File: config.mk
export PLATFORM = sky130hd
export DESIGN_NAME = uart_port_master
export DESIGN_NICKNAME = d
export VERILOG_FILES = /design/src/rtl/uart_port_master.sv
export SDC_FILE = /design/constraint.sdc
export NUM_CORES = 1
export LEC_CHECK = 0
export BUFFER_PORTS_ARGS = -buffer_cell sky130_fd_sc_hd__clkbuf_2
export CAP_MARGIN = 20
export CORE_MARGIN = 4
export CORE_UTILIZATION = 24
export CTS_CLUSTER_SIZE = 14
export DETAILED_ROUTE_END_ITERATION = 12
export HOLD_SLACK_MARGIN = 0.05
export PLACE_DENSITY = 0.42
export SKIP_LAST_GASP = 1
export SLEW_MARGIN = 40
export SYNTH_ARGS = -nofsm -noshare
export SYNTH_HDL_FRONTEND = slang
export SYNTH_SLANG_ARGS = --single-unit
File: constraint.sdc
create_clock -name CLK -period 2.8 [get_ports CLK]
set_input_delay 0.14 -clock CLK [delete_from_list [all_inputs] [get_ports CLK]]
set_output_delay 0.14 -clock CLK [all_outputs]
set_load 0.02 [all_outputs]
File: src/rtl/uart_port_master.sv
// Byte-stream to UART chip-port bridge: arbitrates reads/writes onto CSN/WEN/OEN strobes with holdoff.
// Optional receive-error counter (ERR_CNT/ERR_CLR) is built when UART_PORT_MASTER_ERRCNT_EN is defined.
//
// state | meaning
// IDLE  | waiting; read (RXRDY, RX slot empty) wins over write (TXRDY, TX_VALID)
// WR    | one-cycle write strobe, UART_DIN driven
// RD    | one-cycle read strobe, UART_DOUT/status captured on exit
// HOLD  | HOLDOFF quiet cycles before the UART status is trusted again
module uart_port_master #(
    parameter int unsigned HOLDOFF = 3
) (
    input  logic       CLK,
    input  logic       RESET,
    input  logic [7:0] TX_DATA,
    input  logic       TX_VALID,
    output logic       TX_READY,
    output logic [7:0] RX_DATA,
    output logic [2:0] RX_STATUS,
    output logic       RX_VALID,
    input  logic       RX_READY,
    output logic       CSN,
    output logic       WEN,
    output logic       OEN,
    output logic [7:0] UART_DIN,
    input  logic [7:0] UART_DOUT,
    input  logic       TXRDY,
    input  logic       RXRDY,
    input  logic       PARITY_ERR,
    input  logic       FRAMING_ERR,
    input  logic       OVERFLOW,
    output logic       BUSY
`ifdef UART_PORT_MASTER_ERRCNT_EN
    ,
    output logic [7:0] ERR_CNT,
    input  logic       ERR_CLR
`endif
);

    generate
        if (HOLDOFF < 1 || HOLDOFF > 15) begin : g_bad_holdoff
            $error("uart_port_master: HOLDOFF must be within 1..15");
        end
    endgenerate

    typedef enum logic [1:0] {
        IDLE = 2'd0,
        WR   = 2'd1,
        RD   = 2'd2,
        HOLD = 2'd3
    } state_t;

    localparam logic [3:0] HOLD_INIT = 4'(HOLDOFF);

    state_t     state;
    logic [3:0] hold_cnt;
    logic       read_req;
    logic [2:0] uart_status;

    // A pending RX byte blocks further reads so it is never overwritten.
    assign read_req    = RXRDY && !RX_VALID;
    assign uart_status = {OVERFLOW, FRAMING_ERR, PARITY_ERR};
    assign TX_READY    = !RESET && (state == IDLE) && !read_req && TXRDY;
    assign BUSY        = (state != IDLE);

    always_ff @(posedge CLK) begin
        if (RESET) begin
            state     <= IDLE;
            hold_cnt  <= 4'd0;
            CSN       <= 1'b1;
            WEN       <= 1'b1;
            OEN       <= 1'b1;
            UART_DIN  <= 8'd0;
            RX_DATA   <= 8'd0;
            RX_STATUS <= 3'd0;
            RX_VALID  <= 1'b0;
        end else begin
            if (RX_VALID && RX_READY) begin
                RX_VALID <= 1'b0;
            end
            case (state)
                IDLE: begin
                    if (read_req) begin
                        state <= RD;
                        CSN   <= 1'b0;
                        OEN   <= 1'b0;
                    end else if (TX_VALID && TX_READY) begin
                        state    <= WR;
                        UART_DIN <= TX_DATA;
                        CSN      <= 1'b0;
                        WEN      <= 1'b0;
                    end
                end
                WR: begin
                    state    <= HOLD;
                    hold_cnt <= HOLD_INIT;
                    CSN      <= 1'b1;
                    WEN      <= 1'b1;
                end
                RD: begin
                    state     <= HOLD;
                    hold_cnt  <= HOLD_INIT;
                    CSN       <= 1'b1;
                    OEN       <= 1'b1;
                    RX_DATA   <= UART_DOUT;
                    RX_STATUS <= uart_status;
                    RX_VALID  <= 1'b1;
                end
                HOLD: begin
                    if (hold_cnt <= 4'd1) begin
                        state    <= IDLE;
                        hold_cnt <= 4'd0;
                    end else begin
                        hold_cnt <= hold_cnt - 4'd1;
                    end
                end
                default: begin
                    state <= IDLE;
                    CSN   <= 1'b1;
                    WEN   <= 1'b1;
                    OEN   <= 1'b1;
                end
            endcase
        end
    end

`ifdef UART_PORT_MASTER_ERRCNT_EN
    // Counts captured bytes carrying any error flag; clear beats increment.
    always_ff @(posedge CLK) begin
        if (RESET) begin
            ERR_CNT <= 8'd0;
        end else if (ERR_CLR) begin
            ERR_CNT <= 8'd0;
        end else if ((state == RD) && (uart_status != 3'd0) && (ERR_CNT != 8'hFF)) begin
            ERR_CNT <= ERR_CNT + 8'd1;
        end
    end
`endif

endmodule

; ---- Word-level counts from Yosys, hierarchy flattened
; Index checks and enable logic that the tools add are counted.
[totals]
register_bits = 29
inputBits = 25
out_inout_bits = 25
word_cells = 57
[op_classes]
add_sub_neg = 1
order_cmp = 1
eq_ne = 8
mux = 15
bitwise = 1
reduce_logical = 22
[ops]
columns = operator, count
row1 = 2-bit nonzero test, 6
row2 = 4-bit one-hot mux with 2 select lines, 1
row3 = 1-bit logical AND, 6
row4 = 1-bit 2-to-1 mux, 6
row5 = 2-bit 2-to-1 mux, 3
row6 = "2-bit != test, second input constant", 3
row7 = 1-bit one-hot mux with 2 select lines, 3
row8 = 2-bit one-hot mux with 3 select lines, 1
row9 = 2-bit AND reduction, 3
row10 = 3-bit AND reduction, 2
row11 = "2-bit equality test, second input constant", 2
row12 = "4-bit by 1-bit less-or-equal comparator with 1-bit output, second input constant", 1
row13 = 4-bit 2-to-1 mux, 1
row14 = "4-bit by 1-bit subtractor with 4-bit output, second input constant", 1
row15 = 1-bit logical NOT, 3
row16 = "3-bit by 2-bit != test with 1-bit output, second input constant", 1
row17 = "2-bit by 1-bit equality test with 1-bit output, second input constant", 1
row18 = 2-bit logical NOT, 1
row19 = "2-bit by 1-bit != test with 1-bit output, second input constant", 1
row20 = 2-bit OR reduction, 1
row21 = 1-bit inverter, 1

; ---- Depth between registers and ports, before layout
[logic_depth]
ltp_word = 9
mapped_depth = 6
ltp_nobuf = 6

; ---- Worst setup path before layout
; No wires, ideal clock.
[synth_timing]
path_kind = register to register
startpoint = reg hold_cnt[0]
endpoint = reg hold_cnt[3]
setup_time_ns = 0.074
t_arrival_ns = 1.689
required_ns = 2.726
slack_ns = 1.037
stages_incl_launch_ff = 7
path_buffers = 0
synth_period_minus_slack_ns = 1.763
cell_sequence = dfxtp_1 -> inv_1 -> ha_1 -> or2_4 -> a21bo_4 -> or4_1 -> a31oi_1
[synth_between]
elab_chain_cells = 3
elab_cells_between_ends = 4
classes_between = 1 x add/sub / 1 x order compare / 2 x mux
[synth_lines]
columns = element, line
row1 = start: declaration, 55  ; logic [3:0] hold_cnt;
row2 = start signal: assignment, 113  ; hold_cnt <= hold_cnt - 4'd1;
row3 = 4-bit by 1-bit subtractor with 4-bit output / 4-bit by 1-bit less-or-equal comparator with 1-bit output (equally long branches), "113, 109"
row4 = 4-bit 2-to-1 mux *, 109  ; if (hold_cnt <= 4'd1) begin
row5 = 4-bit one-hot mux with 2 select lines *, 80  ; case (state)
; Mark *: on every way between the ends. The rest lies on a longest branch, timed or not.
; A chain may end at the register's enable or synchronous reset.

; ---- Worst setup path after layout
; Same ends and word-level chain as after synthesis.

==> PnR_summary.wiki <==
{| class="wikitable"
! Metric !! Value
|-
| Via count of the first global-routing pass || 1116
|-
| Vias after detailed routing || 1133
|-
| Library cell contributing the largest single delay on the critical path || sky130_fd_sc_hd__or4_1
|-
| Setup total negative slack || 0 ps
|-
| RSZ-0062 raised after global routing || no
|-
| Std-Cell Rows || 26
|-
| Vertical extent of the die || 80.2 µm
|-
| Cells after synthesis || 142
|-
| Effective utilization at floorplan || 24.6%
|-
| Antenna violations before repair || 0
|-
| Number of synthesized flops with an enable pin || 0
|-
| Share of layout cells above drive strength 1 || 31.4%
|-
| # resized after CTS || 0
|-
| Iteration-0 DRC Markers || 44
|-
| PwrDens || 948 mW/mm²
|-
| Placed Instance Area || 0.00155 mm²
|-
| Global-route usage over all layers || 9.68%
|-
| Max Fanout on Critical Path || 5
|-
| Syn Std Cell Area || 0.00125 mm²
|-
| First-pass GRT wire length || 4840 µm
|-
| Core ar. || 0.00507 mm²
|-
| FF-to-FF Start || hold_cnt[0]
|-
| Area used by multi-input combinational logic || 611 µm²
|-
| Worst-Skew Late Latency || 270 ps
|-
| Clock skew after layout || 5.20 ps
|-
| Number of max-slew violations in the final report || 0
|-
| Fraction of the cycle the final worst path needs || 66.3%
|-
| Count of distinct cell types in the synthesized netlist || 33
|-
| Total of hold buffers inserted after clock tree synthesis || 0
|-
| Power, Total || 1.58 mW
|-
| Final setup violation count || 0
|-
| Area share of the largest cell type after synthesis || 46.4%
|-
| Number of warnings printed during yosys synthesis || 0
|-
| Min cycle time layout || 1860 ps
|-
| Kind of end point of the critical path || flip-flop
|-
| GRT Residual Overflow || 0
|-
| Status || complete, no violations
|-
| Clk sinks || 29
|-
| Smallest hold slack || 87.4 ps
|-
| Max-slew headroom || 51.9%
|-
| Detail-routed via count per cell || 4.34
|-
| Number of optimization iterations in the first detailed-route pass || 4
|-
| Share of synthesized flip-flops with an asynchronous set or reset || 0%
|-
| Count of inserted antenna diode cells || 0
|-
| Maximum cell stage delay along the critical path || 470 ps
|-
| Worst hold-check path type || in2reg
|-
| Die Footprint || 0.00643 mm²
|-
| Clock tree from TritonCTS || yes
|-
| Layout net count || 221
|-
| Cell Count, Final, Fillers Out || 261
|-
| Weighted congestion at the end of routability-driven global placement || 0.760
|-
| Cell accounting for the most synthesized area || sky130_fd_sc_hd__dfxtp_1
|-
| Number of buffer cells added on primary ports || 49
|-
| Pin count of the biggest net entering global routing || 33
|-
| Detail Placement HPWL || 2220 µm
|-
| Dominant register cell in the synthesized netlist || sky130_fd_sc_hd__dfxtp_1
|-
| Kind of critical path || reg2reg
|-
| Max-cap viol count || 0
|-
| Buffers inserted by post-CTS timing repair || 0
|-
| Critical path data required time || 2990 ps
|-
| Count of antenna-violating nets left after detailed routing || 0
|-
| Worst Setup SP || hold_cnt[0]
|-
| Fill cells || 575
|-
| Synthesized net count || 173
|-
| Root Buffer Master || sky130_fd_sc_hd__clkbuf_8
|-
| Number of hold-slack violations in the final timing report || 0
|-
| Flip-flop and latch count after synthesis || 29
|-
| Worst Setup Start Kind || flip-flop
|-
| IO Count || 50
|-
| Syn Area/Cell || 8.80 µm²
|-
| Most repeated cell in the gate-level netlist after synthesis || sky130_fd_sc_hd__dfxtp_1
|-
| Final wirelength || 2990 µm
|-
| Per-cell routed wire length || 11.4 µm
|-
| Arrival time of the worst setup path || 2050 ps
|-
| Startpoint of the lowest-slack hold path || TX_DATA[3]
|-
| Maximum frequency from static timing analysis || 538 MHz
|-
| Cell-by-cell listing of the critical path || inv_1 -> ha_1 -> or2_4 -> a21bo_4 -> or4_1 -> a31oi_1
|-
| Commonest cells in the netlist || 29 x sky130_fd_sc_hd__dfxtp_1, 19 x sky130_fd_sc_hd__nand2_1, 18 x sky130_fd_sc_hd__nor2_1
|-
| Synth-to-layout area growth || 33.0%
|-
| Flip-flop and latch area || 581 µm²
|-
| Die span in x || 80.2 µm
|-
| DRC || 0
|-
| Maximum buffer depth of the clock tree || 2
|-
| Final std cell area, no fill || 0.00166 mm²
|-
| Worst ir drop on vdd || 0.313 mV
|-
| Leakage component of the power || 0.736 nW
|-
| H-tree level count || 2
|-
| Total CTS buffers || 5
|-
| Sequential share of the synthesized area || 46.4%
|-
| Synth area leaders || sky130_fd_sc_hd__dfxtp_1 46%, sky130_fd_sc_hd__mux2i_1 9.6%, sky130_fd_sc_hd__a21oi_1 6.4%, sky130_fd_sc_hd__ha_1 6.0%, sky130_fd_sc_hd__nand2_1 5.7%
|-
| Actual transition at the worst max-transition pin || 721 ps
|-
| # placed instances || 253
|-
| Clock transition at path regs || 70 ps
|}
==> worst max-delay path: cells and delay by family (launching register included) <==
family	cells	cell delay, ps
AND/OR/NAND/NOR	2	740
flip-flops	1	390
AO/OA/AOI/OAI	2	390
adder cells (fa/ha/maj)	1	210
buffers and inverters	1	60
==> path summary, 6_finish.rpt <==
| check | endpoint | slack [ps] | cells after the start |
|---|---|---|---|
| worst max-delay path | hold_cnt[3] | 940 | 6 |
| worst min-delay path | UART_DIN[3] | 90 | 3 |
| worst max register to register | hold_cnt[3] | 940 | 6 |
| worst min register to register | UART_DIN[3] | 460 | 2 |
==> stage by stage <==
| step | setup slack, ps | utilization [%] |
|---|---|---|
| global placement | 982 | 30.5 |
| finish | 943 | 32.8 |
| floorplan | 1040 | - |
| CTS | 930 | 32.8 |
| global route | 826 | 32.8 |
| detailed placement | 935 | 30.5 |
==> area by class of cell <==
cell class,count,share of cell area (%)
multi-input cells,99,36.7
flip-flops and latches,29,34.9
repair buffers,49,14.7
well taps,70,5.27
clock buffers,7,5.19
clock inverters,1,1.81
inverters,6,1.35
==> cell usage in the layout (no fill, tap or decap), types with 2 or more instances in the layout <==
| cell type | n |
|---|---|
| sky130_fd_sc_hd__nand2_1 | 19 |
| sky130_fd_sc_hd__inv_1 | 6 |
| sky130_fd_sc_hd__ha_1 | 6 |
| sky130_fd_sc_hd__clkbuf_8 | 6 |
| sky130_fd_sc_hd__clkbuf_2 | 49 |
| sky130_fd_sc_hd__o21ai_0 | 2 |
| sky130_fd_sc_hd__dfxtp_1 | 29 |
| sky130_fd_sc_hd__a21oi_1 | 16 |
| sky130_fd_sc_hd__mux2i_1 | 12 |
| sky130_fd_sc_hd__a31oi_1 | 2 |
| sky130_fd_sc_hd__o22ai_1 | 2 |
| sky130_fd_sc_hd__nor2_1 | 18 |
| sky130_fd_sc_hd__nand3_1 | 3 |
==> metal layers <==
metal	GRT usage (%)	wire length (µm)
met5	0	0
met4	3.72	38
met3	4.15	166
met2	16.0	1470
met1	11.0	1310
==> power by group <==
part           switching [mW]  leakage (nW)  internal [mW]  total [mW]
Sequential             0.0550         0.237          0.494       0.549
Combinational           0.342         0.441          0.237       0.579
Clock                   0.157        0.0585          0.290       0.447
Total                   0.555         0.736           1.02        1.58
==> sequential cells by signal, indices dropped and copies added (netlist names) <==
name / flops
WEN: 1
UART_DIN: 8
RX_STATUS: 3
hold_cnt: 4
CSN: 1
RX_DATA: 8
state: 2
OEN: 1
RX_VALID: 1
==> kinds of logic (layout without fill, tap and decap cells) <==
logic type / Yosys count / after routing / synth area share (%)
compound gates: 27 / 27 / 13.1
fa+ha+maj: 6 / 6 / 6.01
buf+inv: 14 / 63 / 4.70
flops: 29 / 29 / 46.4
mux: 12 / 12 / 9.61
simple gates: 54 / 54 / 20.1
(Power assumes the default switching activity.)
